**src/rtl/mimo_zf_nxn_serial_pkg.sv**
```systemverilog
// Shared types and arithmetic helpers for the serial NxN zero-forcing equaliser.
// Build option: define ZF_ROUND_EN to round each product half-up before the FRAC shift.
package mimo_zf_pkg;

  typedef enum logic [1:0] {IDLE, MAC, DONE} zf_state_t;

`ifdef ZF_ROUND_EN
  localparam bit ROUND_EN = 1'b1;
`else
  localparam bit ROUND_EN = 1'b0;
`endif

  function automatic int acc_w(input int data_w, input int nant);
    return data_w + $clog2(nant) + 2;
  endfunction

  // Value added to a full-precision product before the FRAC shift
  function automatic longint rnd_const(input int frac);
    return ROUND_EN ? (longint'(1) <<< (frac - 1)) : 64'sd0;
  endfunction

  function automatic logic signed [31:0] sat_to_w(input logic signed [31:0] v, input int w);
    logic signed [31:0] hi;
    logic signed [31:0] lo;
    hi = (32'sd1 <<< (w - 1)) - 32'sd1;
    lo = -hi - 32'sd1;
    if (v > hi) return hi;
    if (v < lo) return lo;
    return v;
  endfunction

endpackage

```
**src/rtl/mimo_zf_nxn_serial_if.sv**
```systemverilog
// Handshake and data bundle between channel-inverse generation, the equaliser and the demapper.
interface mimo_zf_nxn_serial_if #(
  parameter int DATA_W = 16,
  parameter int NANT   = 2
);
  logic                          in_valid;
  logic                          in_ready;
  logic [NANT*DATA_W-1:0]        y_re;
  logic [NANT*DATA_W-1:0]        y_im;
  logic [NANT*NANT*DATA_W-1:0]   h_re;
  logic [NANT*NANT*DATA_W-1:0]   h_im;
  logic                          out_valid;
  logic                          out_ready;
  logic [NANT*DATA_W-1:0]        x_re;
  logic [NANT*DATA_W-1:0]        x_im;
  logic                          sat_flag;

  modport master (
    output in_valid, y_re, y_im, h_re, h_im, out_ready,
    input  in_ready, out_valid, x_re, x_im, sat_flag
  );

  modport slave (
    input  in_valid, y_re, y_im, h_re, h_im, out_ready,
    output in_ready, out_valid, x_re, x_im, sat_flag
  );
endinterface

```
**src/rtl/mimo_zf_nxn_serial_cmac_step.sv**
```systemverilog
// Combinational complex multiply with FRAC shift; result wrapped to the accumulator width.
// Build option: ZF_ROUND_EN (via mimo_zf_pkg) adds half an LSB before the shift.
module cmac_step
  import mimo_zf_pkg::*;
#(
  parameter int DATA_W = 16,
  parameter int FRAC   = 11,
  parameter int ACC_W  = 19
) (
  input  logic signed [DATA_W-1:0] a_re,
  input  logic signed [DATA_W-1:0] a_im,
  input  logic signed [DATA_W-1:0] b_re,
  input  logic signed [DATA_W-1:0] b_im,
  output logic signed [ACC_W-1:0]  p_re,
  output logic signed [ACC_W-1:0]  p_im
);
  localparam int PW = 2*DATA_W + 1;
  localparam logic signed [PW-1:0] RND = PW'(rnd_const(FRAC));

  logic signed [PW-1:0] ar, ai, br, bi;
  logic signed [PW-1:0] full_re, full_im, sh_re, sh_im;

  assign ar = PW'(a_re);
  assign ai = PW'(a_im);
  assign br = PW'(b_re);
  assign bi = PW'(b_im);

  assign full_re = ar*br - ai*bi + RND;
  assign full_im = ar*bi + ai*br + RND;

  assign sh_re = full_re >>> FRAC;
  assign sh_im = full_im >>> FRAC;

  assign p_re = ACC_W'(sh_re);
  assign p_im = ACC_W'(sh_im);
endmodule

```
**src/rtl/mimo_zf_nxn_serial.sv**
```systemverilog
// Serial NxN zero-forcing equaliser X = H_inv * Y using one time-multiplexed complex MAC.
// state | meaning
// IDLE  | ready for a Y/H_inv bundle
// MAC   | one H[row][col]*Y[col] product per cycle, row result saturated on the last column
// DONE  | X vector held on the outputs until taken downstream
module mimo_zf_nxn_serial
  import mimo_zf_pkg::*;
#(
  parameter int DATA_W = 16,
  parameter int FRAC   = 11,
  parameter int NANT   = 2
) (
  input logic                clk,
  input logic                rst,
  mimo_zf_nxn_serial_if.slave bus
);
  localparam int ACC_W = acc_w(DATA_W, NANT);
  localparam int CW    = (NANT > 1) ? $clog2(NANT) : 1;
  localparam logic [CW-1:0] LAST = CW'(NANT - 1);

  zf_state_t state;
  logic [CW-1:0] row, col;
  logic in_ready_q, out_valid_q, sat_q;

  logic signed [DATA_W-1:0] y_re_a [NANT];
  logic signed [DATA_W-1:0] y_im_a [NANT];
  logic signed [DATA_W-1:0] h_re_a [NANT][NANT];
  logic signed [DATA_W-1:0] h_im_a [NANT][NANT];
  logic signed [DATA_W-1:0] x_re_a [NANT];
  logic signed [DATA_W-1:0] x_im_a [NANT];

  logic signed [ACC_W-1:0] acc_re, acc_im, prod_re, prod_im, sum_re, sum_im;
  logic signed [31:0] sat_re, sat_im;
  logic clip;

  cmac_step #(.DATA_W(DATA_W), .FRAC(FRAC), .ACC_W(ACC_W)) u_cmac (
    .a_re (h_re_a[row][col]),
    .a_im (h_im_a[row][col]),
    .b_re (y_re_a[col]),
    .b_im (y_im_a[col]),
    .p_re (prod_re),
    .p_im (prod_im)
  );

  always_comb begin
    sum_re = acc_re + prod_re;
    sum_im = acc_im + prod_im;
    sat_re = sat_to_w(32'(sum_re), DATA_W);
    sat_im = sat_to_w(32'(sum_im), DATA_W);
    clip   = (sat_re != 32'(sum_re)) || (sat_im != 32'(sum_im));
  end

  always_ff @(posedge clk or posedge rst) begin
    if (rst) begin
      state       <= IDLE;
      in_ready_q  <= 1'b0;
      out_valid_q <= 1'b0;
      sat_q       <= 1'b0;
      row         <= '0;
      col         <= '0;
      acc_re      <= '0;
      acc_im      <= '0;
      for (int k = 0; k < NANT; k++) begin
        y_re_a[k] <= '0;
        y_im_a[k] <= '0;
        x_re_a[k] <= '0;
        x_im_a[k] <= '0;
        for (int c = 0; c < NANT; c++) begin
          h_re_a[k][c] <= '0;
          h_im_a[k][c] <= '0;
        end
      end
    end else begin
      unique case (state)
        IDLE: begin
          in_ready_q <= 1'b1;
          if (bus.in_valid && in_ready_q) begin
            for (int k = 0; k < NANT; k++) begin
              y_re_a[k] <= bus.y_re[k*DATA_W +: DATA_W];
              y_im_a[k] <= bus.y_im[k*DATA_W +: DATA_W];
              for (int c = 0; c < NANT; c++) begin
                h_re_a[k][c] <= bus.h_re[(k*NANT+c)*DATA_W +: DATA_W];
                h_im_a[k][c] <= bus.h_im[(k*NANT+c)*DATA_W +: DATA_W];
              end
            end
            row        <= '0;
            col        <= '0;
            acc_re     <= '0;
            acc_im     <= '0;
            sat_q      <= 1'b0;
            in_ready_q <= 1'b0;
            state      <= MAC;
          end
        end
        MAC: begin
          if (col == LAST) begin
            x_re_a[row] <= DATA_W'(sat_re);
            x_im_a[row] <= DATA_W'(sat_im);
            if (clip) sat_q <= 1'b1;
            acc_re <= '0;
            acc_im <= '0;
            col    <= '0;
            if (row == LAST) begin
              row         <= '0;
              out_valid_q <= 1'b1;
              state       <= DONE;
            end else begin
              row <= row + CW'(1);
            end
          end else begin
            acc_re <= sum_re;
            acc_im <= sum_im;
            col    <= col + CW'(1);
          end
        end
        DONE: begin
          if (bus.out_ready) begin
            out_valid_q <= 1'b0;
            in_ready_q  <= 1'b1;
            state       <= IDLE;
          end
        end
        default: state <= IDLE;
      endcase
    end
  end

  assign bus.in_ready  = in_ready_q;
  assign bus.out_valid = out_valid_q;
  assign bus.sat_flag  = sat_q;

  for (genvar k = 0; k < NANT; k++) begin : g_xout
    assign bus.x_re[k*DATA_W +: DATA_W] = x_re_a[k];
    assign bus.x_im[k*DATA_W +: DATA_W] = x_im_a[k];
  end
endmodule

```
**src/flat_wrapper.sv**
```systemverilog
// flat-port wrapper written by rule: the top's interface ports become plain ports
module mimo_zf_nxn_serial_flat import mimo_zf_pkg::*;
#(
  parameter int DATA_W = 16,
  parameter int FRAC   = 11,
  parameter int NANT   = 2
)
  (clk, rst, bus_in_valid, bus_y_re, bus_y_im, bus_h_re, bus_h_im, bus_out_ready, bus_in_ready, bus_out_valid, bus_x_re, bus_x_im, bus_sat_flag);
  mimo_zf_nxn_serial_if #(.DATA_W(DATA_W), .NANT(NANT)) bus_i ();
  input logic clk;
  input logic rst;
  input wire logic [$bits(bus_i.in_valid)-1:0] bus_in_valid;
  input wire logic [$bits(bus_i.y_re)-1:0] bus_y_re;
  input wire logic [$bits(bus_i.y_im)-1:0] bus_y_im;
  input wire logic [$bits(bus_i.h_re)-1:0] bus_h_re;
  input wire logic [$bits(bus_i.h_im)-1:0] bus_h_im;
  input wire logic [$bits(bus_i.out_ready)-1:0] bus_out_ready;
  output wire logic [$bits(bus_i.in_ready)-1:0] bus_in_ready;
  output wire logic [$bits(bus_i.out_valid)-1:0] bus_out_valid;
  output wire logic [$bits(bus_i.x_re)-1:0] bus_x_re;
  output wire logic [$bits(bus_i.x_im)-1:0] bus_x_im;
  output wire logic [$bits(bus_i.sat_flag)-1:0] bus_sat_flag;
  assign bus_i.in_valid = bus_in_valid;
  assign bus_i.y_re = bus_y_re;
  assign bus_i.y_im = bus_y_im;
  assign bus_i.h_re = bus_h_re;
  assign bus_i.h_im = bus_h_im;
  assign bus_i.out_ready = bus_out_ready;
  assign bus_in_ready = bus_i.in_ready;
  assign bus_out_valid = bus_i.out_valid;
  assign bus_x_re = bus_i.x_re;
  assign bus_x_im = bus_i.x_im;
  assign bus_sat_flag = bus_i.sat_flag;
  mimo_zf_nxn_serial #(.DATA_W(DATA_W), .FRAC(FRAC), .NANT(NANT)) u_core (.clk(clk), .rst(rst), .bus(bus_i));
endmodule
```
**config.mk**
```make
export PLATFORM = sky130hd
export DESIGN_NAME = mimo_zf_nxn_serial_flat
export DESIGN_NICKNAME = d
export VERILOG_FILES = /design/src/rtl/mimo_zf_nxn_serial_pkg.sv /design/src/rtl/mimo_zf_nxn_serial_if.sv /design/src/rtl/mimo_zf_nxn_serial_cmac_step.sv /design/src/rtl/mimo_zf_nxn_serial.sv /design/src/flat_wrapper.sv
export SDC_FILE = /design/constraint.sdc
export NUM_CORES = 2
export LEC_CHECK = 0
export CAP_MARGIN = 20
export CORE_ASPECT_RATIO = 1.25
export CORE_UTILIZATION = 57
export DETAILED_ROUTE_END_ITERATION = 8
export PLACE_DENSITY = 0.79
export SETUP_SLACK_MARGIN = 0.3
export SLEW_MARGIN = 20
export SYNTH_ARGS = -nofsm -noshare
export SYNTH_HDL_FRONTEND = slang
export SYNTH_SLANG_ARGS = --single-unit
```
**constraint.sdc**
```tcl
create_clock -name clk -period 10.9 [get_ports clk]
set_clock_uncertainty 0.2 [all_clocks]
set_input_delay 3.27 -clock clk [delete_from_list [all_inputs] [get_ports clk]]
set_output_delay 3.27 -clock clk [all_outputs]
set_load 0.02 [all_outputs]
```
* Word level (Yosys, flattened, before mapping) *
Cells that the tools add are included.

word-level totals
  flip-flop bits (word level) = 301
  input port bits = 196

cells by class
  $add $sub $neg = 6
  multiply operators = 4
  order comparisons = 7
  equal/unequal tests = 9
  multiplexer cells = 62
  bitwise gates (word level) = 2
  reductions and logical operators = 15

operators with widths
  operator                                                                        count
  32-bit 2-to-1 mux                                                               14
  16-bit 2-to-1 mux                                                               13
  16-bit by 16-bit multiplier with 30-bit output                                  4
  19-bit one-hot mux with 2 select lines                                          2
  32-bit bitwise mux                                                              2
  32-bit by 19-bit inequality test with 1-bit output                              2
  19-bit 2-to-1 mux                                                               3
  19-bit adder                                                                    2
  19-bit by 16-bit > comparator with 1-bit output, second input constant          2
  19-bit by 16-bit less-than comparator with 1-bit output, second input constant  2
  30-bit adder                                                                    1
  30-bit subtractor                                                               1
  1-bit 2-to-1 mux                                                                17
  16-bit demux with 1-bit select                                                  1
  4-bit AND reduction                                                             3
  1-bit one-hot mux with 2 select lines                                           5
  2-bit 2-to-1 mux                                                                4
  2-bit by 1-bit inequality test with 1-bit output, second input constant         4
  2-bit AND reduction                                                             4
  2-bit one-hot mux with 3 select lines                                           1
  2-bit nonzero test                                                              3
  2-bit greater-or-equal comparator, second input constant                        2
  1-bit NOT with 2-bit output                                                     2
  3-bit AND reduction                                                             1
  8 further kinds                                                                 10

* Depth between registers and ports, before layout *
  depth in word-level cells = 20
  mapped depth = 53
  depth with buffers taken out = 47

* Cells and area by module *
A second synthesis with hierarchy kept.

second synthesis, totals
  cell total of the unflattened synthesis = 5169
  area, all modules = 51987.4 um2

modules (own cells, without submodules)
  module              times used  cells each  area each (um2)  seq. area each (um2)
  cmac_step           1           4054        37667.4          0.0
  mimo_zf_nxn_serial  1           1115        14320.0          7532.2

* Worst setup path after synthesis *
OpenSTA, ideal clock, no wires.

  kind = register -> register
  start point = reg u_core.row
  end point = reg u_core.sat_q (netlist: u_core.bus.sat_flag)
  arrival time = 11.280 ns
  required time = 10.552 ns
  setup slack = -0.729 ns
  cell stages (with the launch flop) = 51
  period minus slack after synthesis = 11.629 ns
  path through = dfrtp_1 buf_6 clkbuf_1 clkbuf_1 mux2i_1 nand2_1 o21a_1 clkbuf_1 clkbuf_1 nand2_1 fa_1 inv_1 fa_1 inv_1 fa_1 fa_1 fa_1 inv_1 (+15 left out) nor2_1 xnor2_1 ha_1 nand3_1 a21oi_1 o21ai_1 a31oi_1 a311oi_1 o21ai_0 xnor3_2 nor2b_1 nand3_1 ha_1 clkbuf_1 inv_1 o21ai_1 nor3_1 o221ai_1

between the ends
  longest elaborated chain between the ends = 19

RTL lines
  element                                                                   RTL line                                                                text
  start, declared                                                           mimo_zf_nxn_serial.sv:22                                                logic [CW-1:0] row, col;
  start signal, assigned                                                    mimo_zf_nxn_serial.sv:108                                               row <= row + CW'(1);
  1-bit NOT with 2-bit output (not written as such) *                       mimo_zf_nxn_serial.sv:37, mimo_zf_nxn_serial.sv:38
  32-bit 2-to-1 mux, on equally long branches (3 in series)                 mimo_zf_nxn_serial.sv:37, mimo_zf_nxn_serial.sv:38
  16-bit 2-to-1 mux, on equally long branches (3 in series)                 mimo_zf_nxn_serial.sv:37, mimo_zf_nxn_serial.sv:38
  16-bit by 16-bit multiplier with 30-bit output, on equally long branches  mimo_zf_nxn_serial_cmac_step.sv:28, mimo_zf_nxn_serial_cmac_step.sv:29
  30-bit subtractor or 30-bit adder (tied branches)                         mimo_zf_nxn_serial_cmac_step.sv:28, mimo_zf_nxn_serial_cmac_step.sv:29
  19-bit adder, on equally long branches                                    mimo_zf_nxn_serial.sv:46, mimo_zf_nxn_serial.sv:47
  19-bit by 16-bit less-than comparator with 1-bit output                   mimo_zf_nxn_serial_pkg.sv:28                                            if (v < lo) return lo;
  1-bit 2-to-1 mux (2 in series)                                            mimo_zf_nxn_serial_pkg.sv:28
  32-bit 2-to-1 mux                                                         mimo_zf_nxn_serial_pkg.sv:29                                            return v;
  32-bit 2-to-1 mux                                                         mimo_zf_nxn_serial_pkg.sv:28
  32-bit by 19-bit inequality test with 1-bit output                        mimo_zf_nxn_serial.sv:50                                                clip = (sat_re != 32'(sum_re)) || (sat_im != 32'(sum_im));
  1-bit logical OR *                                                        mimo_zf_nxn_serial.sv:50
  2-bit by 1-bit inequality test with 1-bit output (no source line) *       --
  4-bit AND reduction (no source line) *                                    --
  end signal, assigned                                                      mimo_zf_nxn_serial.sv:58                                                sat_q <= 1'b0;
  end signal, assigned                                                      mimo_zf_nxn_serial.sv:90                                                sat_q <= 1'b0;
  end signal, assigned                                                      mimo_zf_nxn_serial.sv:99                                                if (clip) sat_q <= 1'b1;
  end, declared                                                             mimo_zf_nxn_serial.sv:23                                                logic in_ready_q, out_valid_q, sat_q;

Mark *: on every way between the ends. The rest lies on a longest branch, timed or not. The select of a mux whose other input is x is not followed.
A chain may end at the register's enable or synchronous reset.

* Worst setup path after layout *
  start point = reg u_core.row
  end point = reg u_core.x_re_a (netlist bit u_core.bus.x_re[24])

between the ends
  longest elaborated chain between the ends = 16

RTL lines
  element                                                    RTL line                                                                      text
  1-bit NOT with 2-bit output (not written as such) *        mimo_zf_nxn_serial.sv:37, mimo_zf_nxn_serial.sv:38, mimo_zf_nxn_serial.sv:97
  32-bit 2-to-1 mux, on equally long branches (3 in series)  mimo_zf_nxn_serial.sv:37, mimo_zf_nxn_serial.sv:38
  16-bit 2-to-1 mux, on equally long branches (3 in series)  mimo_zf_nxn_serial.sv:37, mimo_zf_nxn_serial.sv:38
  16-bit by 16-bit multiplier with 30-bit output             mimo_zf_nxn_serial_cmac_step.sv:28                                            assign full_re = ar*br - ai*bi + RND;
  30-bit subtractor                                          mimo_zf_nxn_serial_cmac_step.sv:28
  19-bit adder                                               mimo_zf_nxn_serial.sv:46                                                      sum_re = acc_re + prod_re;
  19-bit by 16-bit less-than comparator with 1-bit output    mimo_zf_nxn_serial_pkg.sv:28
  1-bit 2-to-1 mux (2 in series)                             mimo_zf_nxn_serial_pkg.sv:28
  32-bit 2-to-1 mux                                          mimo_zf_nxn_serial_pkg.sv:29
  32-bit 2-to-1 mux                                          mimo_zf_nxn_serial_pkg.sv:28
  32-bit bitwise mux *                                       mimo_zf_nxn_serial.sv:97                                                      x_re_a[row] <= DATA_W'(sat_re);
  end signal, assigned by index                              mimo_zf_nxn_serial.sv:97
  end, declared                                              mimo_zf_nxn_serial.sv:29                                                      logic signed [DATA_W-1:0] x_re_a [NANT];

Marked as above.

==> flow_metrics.tcl <==
set metrics [dict create \
    syn-num-nets 6887 \
    wirelength_mm 167 \
    worstPathRequired_ns 11.11 \
    slowest_stage "fa_1" \
    dieArea_um2 90800 \
    ys_seq_area_frac 0.147 \
    antenna_found_initial 11 \
    die_x_um 270 \
    ys.warnings.count 0 \
    worstHoldPathType "reg2reg" \
    cts_root_buf "clkbuf_16" \
    core_area_um2 88700 \
    clock_sinks 301 \
    cts_tree "yes" \
    io_buffers 262 \
    ioPinCount 263 \
    grt_pass1_vias 43900 \
    hold_viol 0 \
    grt-ovfl-total 0 \
    crit_arrival_ns 11.02 \
    first_pass_iters 5 \
    reg2reg_slack_ns 0.09 \
    drive_gt1_frac 0.176 \
    r2r_start "u_core.row" \
    clk_latency_ns 0.58 \
    fmax_ghz 0.0925 \
    avgViaCountPerCell 5.67 \
    relSlewSlack 0.239 \
    cts-buffers-inserted 34 \
    cp-startpoint "u_core.row" \
    fp-row-count 122 \
    routedWlPerCell_um 23.6 \
    worstMarginPinSlew_ns 1.14 \
    maxSlewViolCount 0 \
    crit_fanout 6 \
    grt_max_degree 196 \
    synthesis.area_um2 51100 \
    yosysTopAreaCell "fa_1" \
    htreeDepth 2 \
    cp-start-kind "flip-flop" \
    first_iter_violations 3076 \
    crit_path_frequent_cell "fa_1" \
    gp_routability_congestion 1.00 \
    crit_path_end "u_core.bus.x_re[24]" \
    synth_area_leaders "fa_1 43%, dfrtp_1 15%, inv_1 8.8%" \
    path_clk_slew_ns 0.06 \
    synth.top_cell.area_share 0.426 \
    drc 0 \
    vias 40100 \
    layout_min_cycle_time_ns 10.81 \
    post-route-util 0.694 \
    netlist_instances 5280 \
    syn2layout_area_growth_pct 20.5 \
    r2r_end "u_core.bus.x_re[24]" \
    synthFlopType "dfrtp_1" \
    crit_type "reg2reg" \
    dpl.hpwl_mm 134 \
    fin_cells 7082 \
    avgSynthCellArea_um2 9.68 \
    status "finished, final reports clean" \
    track_usage 0.378 \
    ant_nets 0 \
    critPathMaxStageDelay_ns 0.56 \
    setup_viol 0 \
    ff2ff_path_depth 46 \
    placed_cells 6964 \
    synth_edf_count 0 \
    clock_path_buffers 3 \
    rsz0062_at_grt "yes" \
    yosys-top-cells-count "1193 x inv_1, 1086 x fa_1, 616 x nor2_1" \
    netlist-cell-type-count 76 \
    endpoint_kind "flip-flop" \
    grt_pass1_wl_mm 255 \
    ys_ff_latch 301 \
    fillCellCount 6400 \
    yosysMostFrequentCell "inv_1" \
    start_util 0.576 \
    drv_cap 0 \
    fin_crit_sh 0.992 \
    final_nets 7482 \
    die_h_um 337 \
    synthArstFlopShare 1.00 \
]
-- per-layer routing --
metal  up-vias  GRT usage  part of all wire
li1      16900          -                 -
met3       701     0.0684             0.081
met1     20500      0.438              0.34
met2      2000      0.632              0.48
met5         -          0           0.00031
met4         8      0.280             0.096
-- kinds of logic after synthesis --
logic type	share of synthesized area
XOR/XNOR	0.0217
flip-flops	0.147
AO/OA/AOI/OAI	0.0498
buffers and inverters	0.105
adder cells (fa/ha/maj)	0.505
AND/OR/NAND/NOR	0.104
multiplexers	0.0676
-- registers in the layout, summed over array words and instances (netlist names) --
name / count
u_core.h_im_a: 64
u_core.h_re_a: 64
u_core.bus.x_im: 32
u_core.bus.x_re: 32
u_core.y_im_a: 32
u_core.y_re_a: 32
u_core.acc_im: 19
u_core.acc_re: 19
u_core.state: 2
u_core.bus.in_ready: 1
u_core.bus.out_valid: 1
u_core.bus.sat_flag: 1
u_core.col: 1
u_core.row: 1
-- what timing repair did --
| action | in CTS | in global routing |
|---|---|---|
| resized for setup | 35 | 244 |
| hold buffers | 0 | 0 |
| endpoints found under the setup margin | 65 | 68 |
| buffers inserted | 3 | 45 |
| pin swaps | 10 | 121 |
| gates cloned | 1 | 3 |
-- cell usage in the layout (no fill, tap or decap), types with 8 or more instances in the layout --
cell,instances
dfrtp_1,299
fa_1,1076
nor2b_1,10
nand2_2,9
o21ai_4,8
ha_4,14
nand2_1,594
inv_1,1176
clkbuf_16,37
o211ai_1,10
buf_4,408
mux2_4,10
buf_6,33
nand4_1,9
o21ai_1,47
mux2i_1,40
xnor2_1,94
clkdlybuf4s50_1,262
buf_12,72
a21o_1,24
mux2_2,241
xor2_1,21
ha_1,310
inv_2,13
a21oi_1,37
o21a_2,8
o21ai_2,26
and2_1,15
nor2_2,8
nor3_1,18
fa_2,10
o21a_1,53
mux2i_2,17
clkbuf_1,8
a22o_1,19
o21ai_0,65
nand2b_1,8
nor2_1,605
-- worst max-delay path, delay by kind of cell, from the launching register on --
family                     cells  cell delay [ns]
DFF                            1             0.53
buffers and inverters         15             1.80
adders and majority gates     10             4.70
muxes                          1             0.33
AOI/OAI and AO/OA             11             1.97
and+or+nand+nor                7             0.67
xor gates and xnor gates       2             0.43
-- cell type report --
type                       count  area, µm²  share of cell area
antenna                        6       15.0            0.000244
multi-input combinational   3563      39300               0.638
sequential                   301       7540               0.122
clock inverter                11        164             0.00266
clock buffer                  48        963              0.0156
inverter                    1193       4500              0.0731
tap                         1178       1470              0.0239
timing repair buffer         782       7650               0.124
-- metrics by stage --
stage | setup slack (ns) | TNS (ns) | hold slack [ns] | instance area (µm²)
after floorplan | 0.306 | 0 | 0.254 | 51300
after global placement | -0.246 | -2.08 | 0.261 | 58800
after detailed placement | -0.458 | -15.27 | 0.268 | 58800
after CTS | 0.106 | 0 | 0.276 | 60100
after global routing | -0.298 | -11.83 | 0.294 | 61600
final | 0.0875 | 0 | 0.274 | 61600
-- worst min path at each step --
stage / end / depth (start not counted) / start / slack (ns)
global placement: u_core.bus.x_im[0] / 2 / u_core.bus.x_im[0] / 0.26
finish: u_core.bus.x_im[3] / 2 / u_core.bus.x_im[3] / 0.27
floorplan: u_core.acc_re[9] / 2 / u_core.acc_re[9] / 0.25
detailed placement: u_core.bus.x_im[3] / 2 / u_core.bus.x_im[3] / 0.27
global route: u_core.bus.x_re[8] / 2 / u_core.bus.x_re[8] / 0.29
CTS: u_core.bus.x_im[3] / 2 / u_core.bus.x_im[3] / 0.28
Power is left out: the tool's default activity adds up to more than one toggle a clock period on the data nets, which glitch-free logic cannot reach.
